==> config.mk <==
export PLATFORM = sky130hd
export DESIGN_NAME = mem_access_ctrl
export DESIGN_NICKNAME = d
export VERILOG_FILES = /design/src/rtl/mem_pkg.sv /design/src/rtl/mem_wait_timer.sv /design/src/rtl/mem_access_ctrl.sv
export SDC_FILE = /design/constraint.sdc
export NUM_CORES = 1
export LEC_CHECK = 0
export CORE_MARGIN = 2
export CORE_UTILIZATION = 28
export CTS_BUF_LIST = sky130_fd_sc_hd__clkbuf_16
export DETAILED_ROUTE_END_ITERATION = 12
export PLACE_DENSITY_LB_ADDON = 0.15
export SLEW_MARGIN = 0
export SYNTH_ARGS = -nofsm -noshare
export SYNTH_HDL_FRONTEND = slang
export SYNTH_HIERARCHICAL = 1
export SYNTH_SLANG_ARGS = --single-unit
==> constraint.sdc <==
create_clock -name clk -period 1.85 [get_ports clk]
set_input_delay 0.37 -clock clk [delete_from_list [all_inputs] [get_ports clk]]
set_output_delay 0.37 -clock clk [all_outputs]
set_load 0.01 [all_outputs]
==> src/rtl/mem_pkg.sv <==
// Shared types for the MEM-stage data-memory controller: FSM state encoding and access-type codes.
package mem_pkg;

    typedef enum logic [1:0] {
        IDLE = 2'd0,
        WAIT = 2'd1,
        DONE = 2'd2
    } state_t;

    localparam logic RD = 1'b0;
    localparam logic WR = 1'b1;

endpackage

==> src/rtl/mem_wait_timer.sv <==
// Wait-cycle counter for the memory controller; flags the last permitted WAIT cycle.
// Only instantiated when MEM_TIMEOUT_EN is defined.
module mem_wait_timer #(
    parameter int TIMEOUT = 64
) (
    input  logic clk,
    input  logic rst,
    input  logic clr,
    input  logic en,
    output logic tc
);

    localparam int CNT_W = $clog2(TIMEOUT) + 1;

    logic [CNT_W-1:0] cnt;

    always_ff @(posedge clk) begin
        if (rst) begin
            cnt <= '0;
        end else if (clr) begin
            cnt <= '0;
        end else if (en) begin
            cnt <= cnt + 1'b1;
        end
    end

    // cnt holds the number of WAIT cycles already spent, so this is the TIMEOUT-th one
    assign tc = en & (cnt == CNT_W'(TIMEOUT - 1));

endmodule

==> src/rtl/mem_access_ctrl.sv <==
// MEM-stage data-memory controller: single-request handshake, pipeline stall, load data and sticky error.
// Optional MEM_TIMEOUT_EN adds a WAIT-cycle timeout that raises err_MEM.
module mem_access_ctrl
    import mem_pkg::*;
#(
    parameter int DATA_W  = 16,
    parameter int ADDR_W  = 16,
    parameter int TIMEOUT = 64
) (
    input  logic              clk,
    input  logic              rst,
    input  logic              valid_MEM,
    input  logic              memRead_MEM,
    input  logic              memWrite_MEM,
    input  logic              halt_MEM,
    input  logic [ADDR_W-1:0] ALU_result_MEM,
    input  logic [DATA_W-1:0] write_data_MEM,
    output logic [DATA_W-1:0] read_data_MEM,
    output logic              stall_MEM,
    output logic              err_MEM,
    output logic              mem_en,
    output logic              mem_wr,
    output logic [ADDR_W-1:0] mem_addr,
    output logic [DATA_W-1:0] mem_wdata,
    input  logic [DATA_W-1:0] mem_rdata,
    input  logic              mem_done
);

    state_t state, state_nxt;
    logic   op_q;
    logic   req, misalign, access, timeout_hit;

    assign req      = valid_MEM & (memRead_MEM | memWrite_MEM);
    assign misalign = req & ALU_result_MEM[0];
    assign access   = req & ~halt_MEM & ~ALU_result_MEM[0] & ~err_MEM;

`ifdef MEM_TIMEOUT_EN
    mem_wait_timer #(
        .TIMEOUT(TIMEOUT)
    ) u_wait_timer (
        .clk(clk),
        .rst(rst),
        .clr((state == IDLE) & access),
        .en (state == WAIT),
        .tc (timeout_hit)
    );
`else
    // Without the timer build WAIT only ends on mem_done
    localparam logic TMO_CFG = (TIMEOUT > 0);
    assign timeout_hit = TMO_CFG & 1'b0;
`endif

    always_comb begin
        state_nxt = state;
        mem_en    = 1'b0;
        mem_wr    = RD;
        mem_addr  = '0;
        mem_wdata = '0;
        stall_MEM = 1'b0;
        case (state)
            IDLE: begin
                if (access) begin
                    mem_en    = 1'b1;
                    mem_wr    = memWrite_MEM ? WR : RD;
                    mem_addr  = ALU_result_MEM;
                    mem_wdata = write_data_MEM;
                    stall_MEM = 1'b1;
                    state_nxt = WAIT;
                end
            end
            WAIT: begin
                stall_MEM = 1'b1;
                if (mem_done) begin
                    state_nxt = DONE;
                end else if (timeout_hit) begin
                    state_nxt = IDLE;
                end
            end
            DONE:    state_nxt = IDLE;
            default: state_nxt = IDLE;
        endcase
        // Reset wins over any request presented in the same cycle
        if (rst) begin
            mem_en    = 1'b0;
            mem_wr    = RD;
            mem_addr  = '0;
            mem_wdata = '0;
            stall_MEM = 1'b0;
        end
    end

    always_ff @(posedge clk) begin
        if (rst) begin
            state         <= IDLE;
            op_q          <= RD;
            read_data_MEM <= '0;
            err_MEM       <= 1'b0;
        end else begin
            state <= state_nxt;
            if ((state == IDLE) && access) begin
                op_q <= mem_wr;
            end
            if ((state == WAIT) && mem_done && (op_q == RD)) begin
                read_data_MEM <= mem_rdata;
            end
            if (((state == IDLE) && misalign) ||
                ((state == WAIT) && !mem_done && timeout_hit)) begin
                err_MEM <= 1'b1;
            end
        end
    end

endmodule

# Yosys cells after proc, flatten, opt, wreduce, memory -nomap -nowiden
# Index checks and enable logic that the tools add are counted.
totals:
  regBits: 20
  in_bits: 55
  out_inout_bits: 52
  wordCells: 41
classes:
  n_eq_ne: 3
  n_mux: 18
  n_bitwise: 10
  reduce_logical: 6
op_table:
  columns: ["cell", "n"]
  rows:
  - ["$mux 16", 6]
  - ["$mux 1", 8]
  - ["$and 1x1->1", 5]
  - ["$logic_and 1x1->1", 4]
  - ["$mux 2", 2]
  - ["$ne 2x2->1 const B", 2]
  - ["$not 1->1", 4]
  - ["$pmux 2 s2", 1]
  - ["$eq 2x1->1 const B", 1]
  - ["$logic_not 2->1", 1]
  - ["$pmux 1 s2", 1]
  - ["$reduce_and 2->1", 1]
  - ["$or 1x1->1", 1]

# Logic depth before layout (Yosys ltp)
logic_depth:
  ltp_word: 8
  depth_mapped: 5
  depth_no_buf: 3

# Least setup slack after synthesis
# OpenSTA, ideal clock, no wires.
synth_path:
  path_kind: "input to output"
  startpoint: "input memWrite_MEM"
  endpoint: "output mem_addr[10]"
  t_arrival_ns: 1.301
  required_ns: 1.480
  path_slack_ns: 0.179
  path_stages: 5
  n_path_buf: 2
  cell_sequence: "or2_2 > and4b_1 > buf_4 > buf_6 > and2_1"
synth_via:
  elab_chain_len: 8
synth_rtl:
  columns: ["item", "line", "source"]
  rows:
  - ["start, declared", "mem_access_ctrl.sv:14", "input logic memWrite_MEM,"]
  - ["$or 1x1->1", "mem_access_ctrl.sv:33", "assign req = valid_MEM & (memRead_MEM | memWrite_MEM);"]
  - ["$and 1x1->1", "mem_access_ctrl.sv:33", null]
  - ["$and 1x1->1 (3 in a row)", "mem_access_ctrl.sv:35", "assign access = req & ~halt_MEM & ~ALU_result_MEM[0] & ~err_MEM;"]
  - ["$mux 16", "mem_access_ctrl.sv:62", "if (access) begin"]
  - ["$mux 16", "mem_access_ctrl.sv:60", "case (state)"]
  - ["$mux 16", "mem_access_ctrl.sv:83", "if (rst) begin"]
  - ["end, declared", "mem_access_ctrl.sv:23", "output logic [ADDR_W-1:0] mem_addr,"]
# No other way between the ends.

# Worst setup path after layout
layout_path:
  startpoint: "register state[0]"
  endpoint: "output mem_addr[9]"
layout_via:
  elab_chain_len: 3
layout_rtl:
  columns: ["item", "line", "source"]
  rows:
  - ["start, declared", "mem_access_ctrl.sv:29", "state_t state, state_nxt;"]
  - ["start signal, assigned", "mem_access_ctrl.sv:99", "state <= state_nxt;"]
  - ["$logic_not 2->1", "mem_access_ctrl.sv:60", null]
  - ["$mux 16", "mem_access_ctrl.sv:60", null]
  - ["$mux 16", "mem_access_ctrl.sv:83", null]
# No other way between the ends.

==> reports/metrics.yaml <==
yosys:
  synth_area_sq_um: 1007
  synth_edf_count: 0
  syn_nets: 184
  synth.largest_area_cell: "dfxtp_1"
  synthArstFlopShare_pct: 0
  synth_ff_type: "dfxtp_1"
  syn_area_per_cell_sq_um: 7.808
  synth_cell_types: 24
  synth_top_area_share_pct: 39.75
  synth.area.top_cells: "dfxtp_1 (40%), and2_1 (20%), nand2_1 (12%)"
  synth-seq-cells: 20
  synth_warnings: 6
  synth_seq_area_share_pct: 39.75
  synth_common_cells: "and2_1 (32), nand2_1 (32), dfxtp_1 (20)"
  synth_cells: 129
timing:
  drv_slew: 0
  max_freq_mhz: 489.1
  setup_tns_ns: -5.671
  period_share_pct: 110.5
  rsz0062_at_grt: "yes"
  hold_viol: 0
  setup_ws_ns: -0.1944
  worst_clock_skew_ns: 0.005053
  setup_violations: 33
  min_period_ns: 2.044
cells_and_area:
  fin_util_pct: 74.46
  nets: 305
  drive_above_1_share_pct: 39.92
  antennaDiodeCount: 0
  area_growth_pct: 150.6
route:
  drt_first_pass_iters: 4
  drc_errors: 0
  via_per_inst: 4.551
  route.detailed.wl_per_inst_um: 15.51
  vias: 1338
  drtAntennaViolNets: 0
  drtIter0Drc: 31
  drt-total-wl_um: 4560
global_routing:
  antenna_found_initial: 0
  overflow: 0
  grt_max_degree: 22
  track_usage_pct: 20.90
  grt_pass1_wl_um: 6713
  grt_pass1_vias: 1368
status:
  status: "finished, violations left"
  violations: "negative setup slack"
critical_path:
  end_kind: "primary output"
  critPathMaxFanout: 8
  worstSetupPathType: "flip-flop to primary output"
  crit_required_ns: 1.48
  arrival_ns: 1.67
  cp-start-kind: "flip-flop"
die:
  dieArea_sq_um: 4093
  die_height_um: 63.98
  pin_count: 107
  coreArea_sq_um: 3390
  die_w_um: 63.98
  core.rowCount: 21
  initial_core_util_pct: 29.72
power:
  p_per_area_nw_per_um2: 449.6
  p_leak_uw: 0.001045
  irDropWorstVdd_mv: 0.5084
clock_network:
  cts_sinks: 20
  insertion_delay_ns: 0.25
  clkTransAtPathRegs_ns: 0.06
  numCtsBuffers: 3
  cts.htree.levels: 1
  cts_buffer_depth: 2
  cts_tree: "done"
  clock-root-buffer: "clkbuf_16"
hold_path:
  hold_class: "flip-flop to flip-flop"
flow_run:
  drv_cap: 0
place:
  portBuffers: 105
  place_congestion: 0.7379
  pre_cts_ws_ns: -0.7862
  hpwl_um: 2970
==> flip-flops by register name, indices dropped and copies added (netlist names) <==
register and flops:
read_data_MEM 16, err_MEM 1, op_q 1, state 2
==> critical path: stages, from the launching register on <==
cell and delay, ns:
dfxtp_2 0.33, nor4b_4 0.28, and4b_2 0.30, buf_6 0.15, buf_16 0.12, and2_4 0.14
buf_6 0.10
==> cells in the final DEF (no fill, tap or decap) <==
master / count
and4b_2: 1
nor4bb_2: 1
and2_4: 31
dfxtp_2: 2
a22o_1: 1
dfxtp_1: 18
nor2b_1: 1
buf_6: 35
nor4b_1: 1
or2_4: 1
nor2_2: 1
dlygate4sd2_1: 5
clkdlybuf4s50_1: 65
nand3_4: 1
nor4b_4: 1
nand4bb_1: 1
clkdlybuf4s15_1: 1
buf_12: 1
and2_1: 1
buf_2: 2
buf_16: 4
nor2_1: 2
a21oi_1: 17
a41oi_1: 1
nand2_1: 32
conb_1: 1
buf_4: 14
or3_1: 1
inv_1: 1
clkbuf_16: 3
a211oi_2: 1
==> repair_timing <==
action | CTS | global route
resized for setup | 200 | 25
setup buffers | 6 | 1
endpoints found under the setup margin | 34 | 34
hold buffers | 0 | 0
gates cloned | 4 | 0
hold endpoints to repair | 0 | 0
pin swaps | 35 | 5
==> worst paths after layout <==
check                    startpoint           endpoint  slack, ns  depth (start not counted)
setup / recovery           state[0]        mem_addr[9]      -0.19                          6
hold / removal    read_data_MEM[11]  read_data_MEM[11]       0.45                          2
setup reg to reg           state[1]               op_q       0.41                          6
hold reg to reg   read_data_MEM[11]  read_data_MEM[11]       0.45                          2
==> final cells by class <==
cell class	instances	area, sq um
Fill cell	235	865.8
Clock buffer	3	75.07
Multi-Input combinational cell	97	640.6
Tap cell	46	57.56
Timing Repair Buffer	127	1344
Sequential cell	20	402.9
Inverter	1	3.754
==> power breakdown <==
group	internal, uW	switching (uW)
Combinational	177	78.4
Sequential	439	5.53
Clock	285	150
Total	901	234
==> metrics by stage <==
stage	total power [uW]	hold WS (ns)	instance area, sq um	cells
2_1_floorplan	504.1	0.4805	1007	129
3_3_place_gp	664.3	0.4409	2153	282
3_5_place_dp	668.9	0.4496	2153	282
4_1_cts	1130	0.4573	2415	293
5_1_grt	1177	0.4817	2524	294
6_report	1135	0.4546	2524	294
==> logic make-up after synthesis <==
logic type             synth area share [%]
buffers and inverters                 8.198
AOI/OAI and AO/OA                     10.93
DFF                                   39.75
other                                0.3723
and+or+nand+nor                       40.75
==> routing by layer <==
metal | share of wire (%) | global-route usage, %
met1 | 36 | 21.57
met2 | 56 | 41.54
met3 | 7.4 | 6.338
met4 | 0.66 | 2.717
met5 | 0 | 0
(Power assumes the default switching activity.)
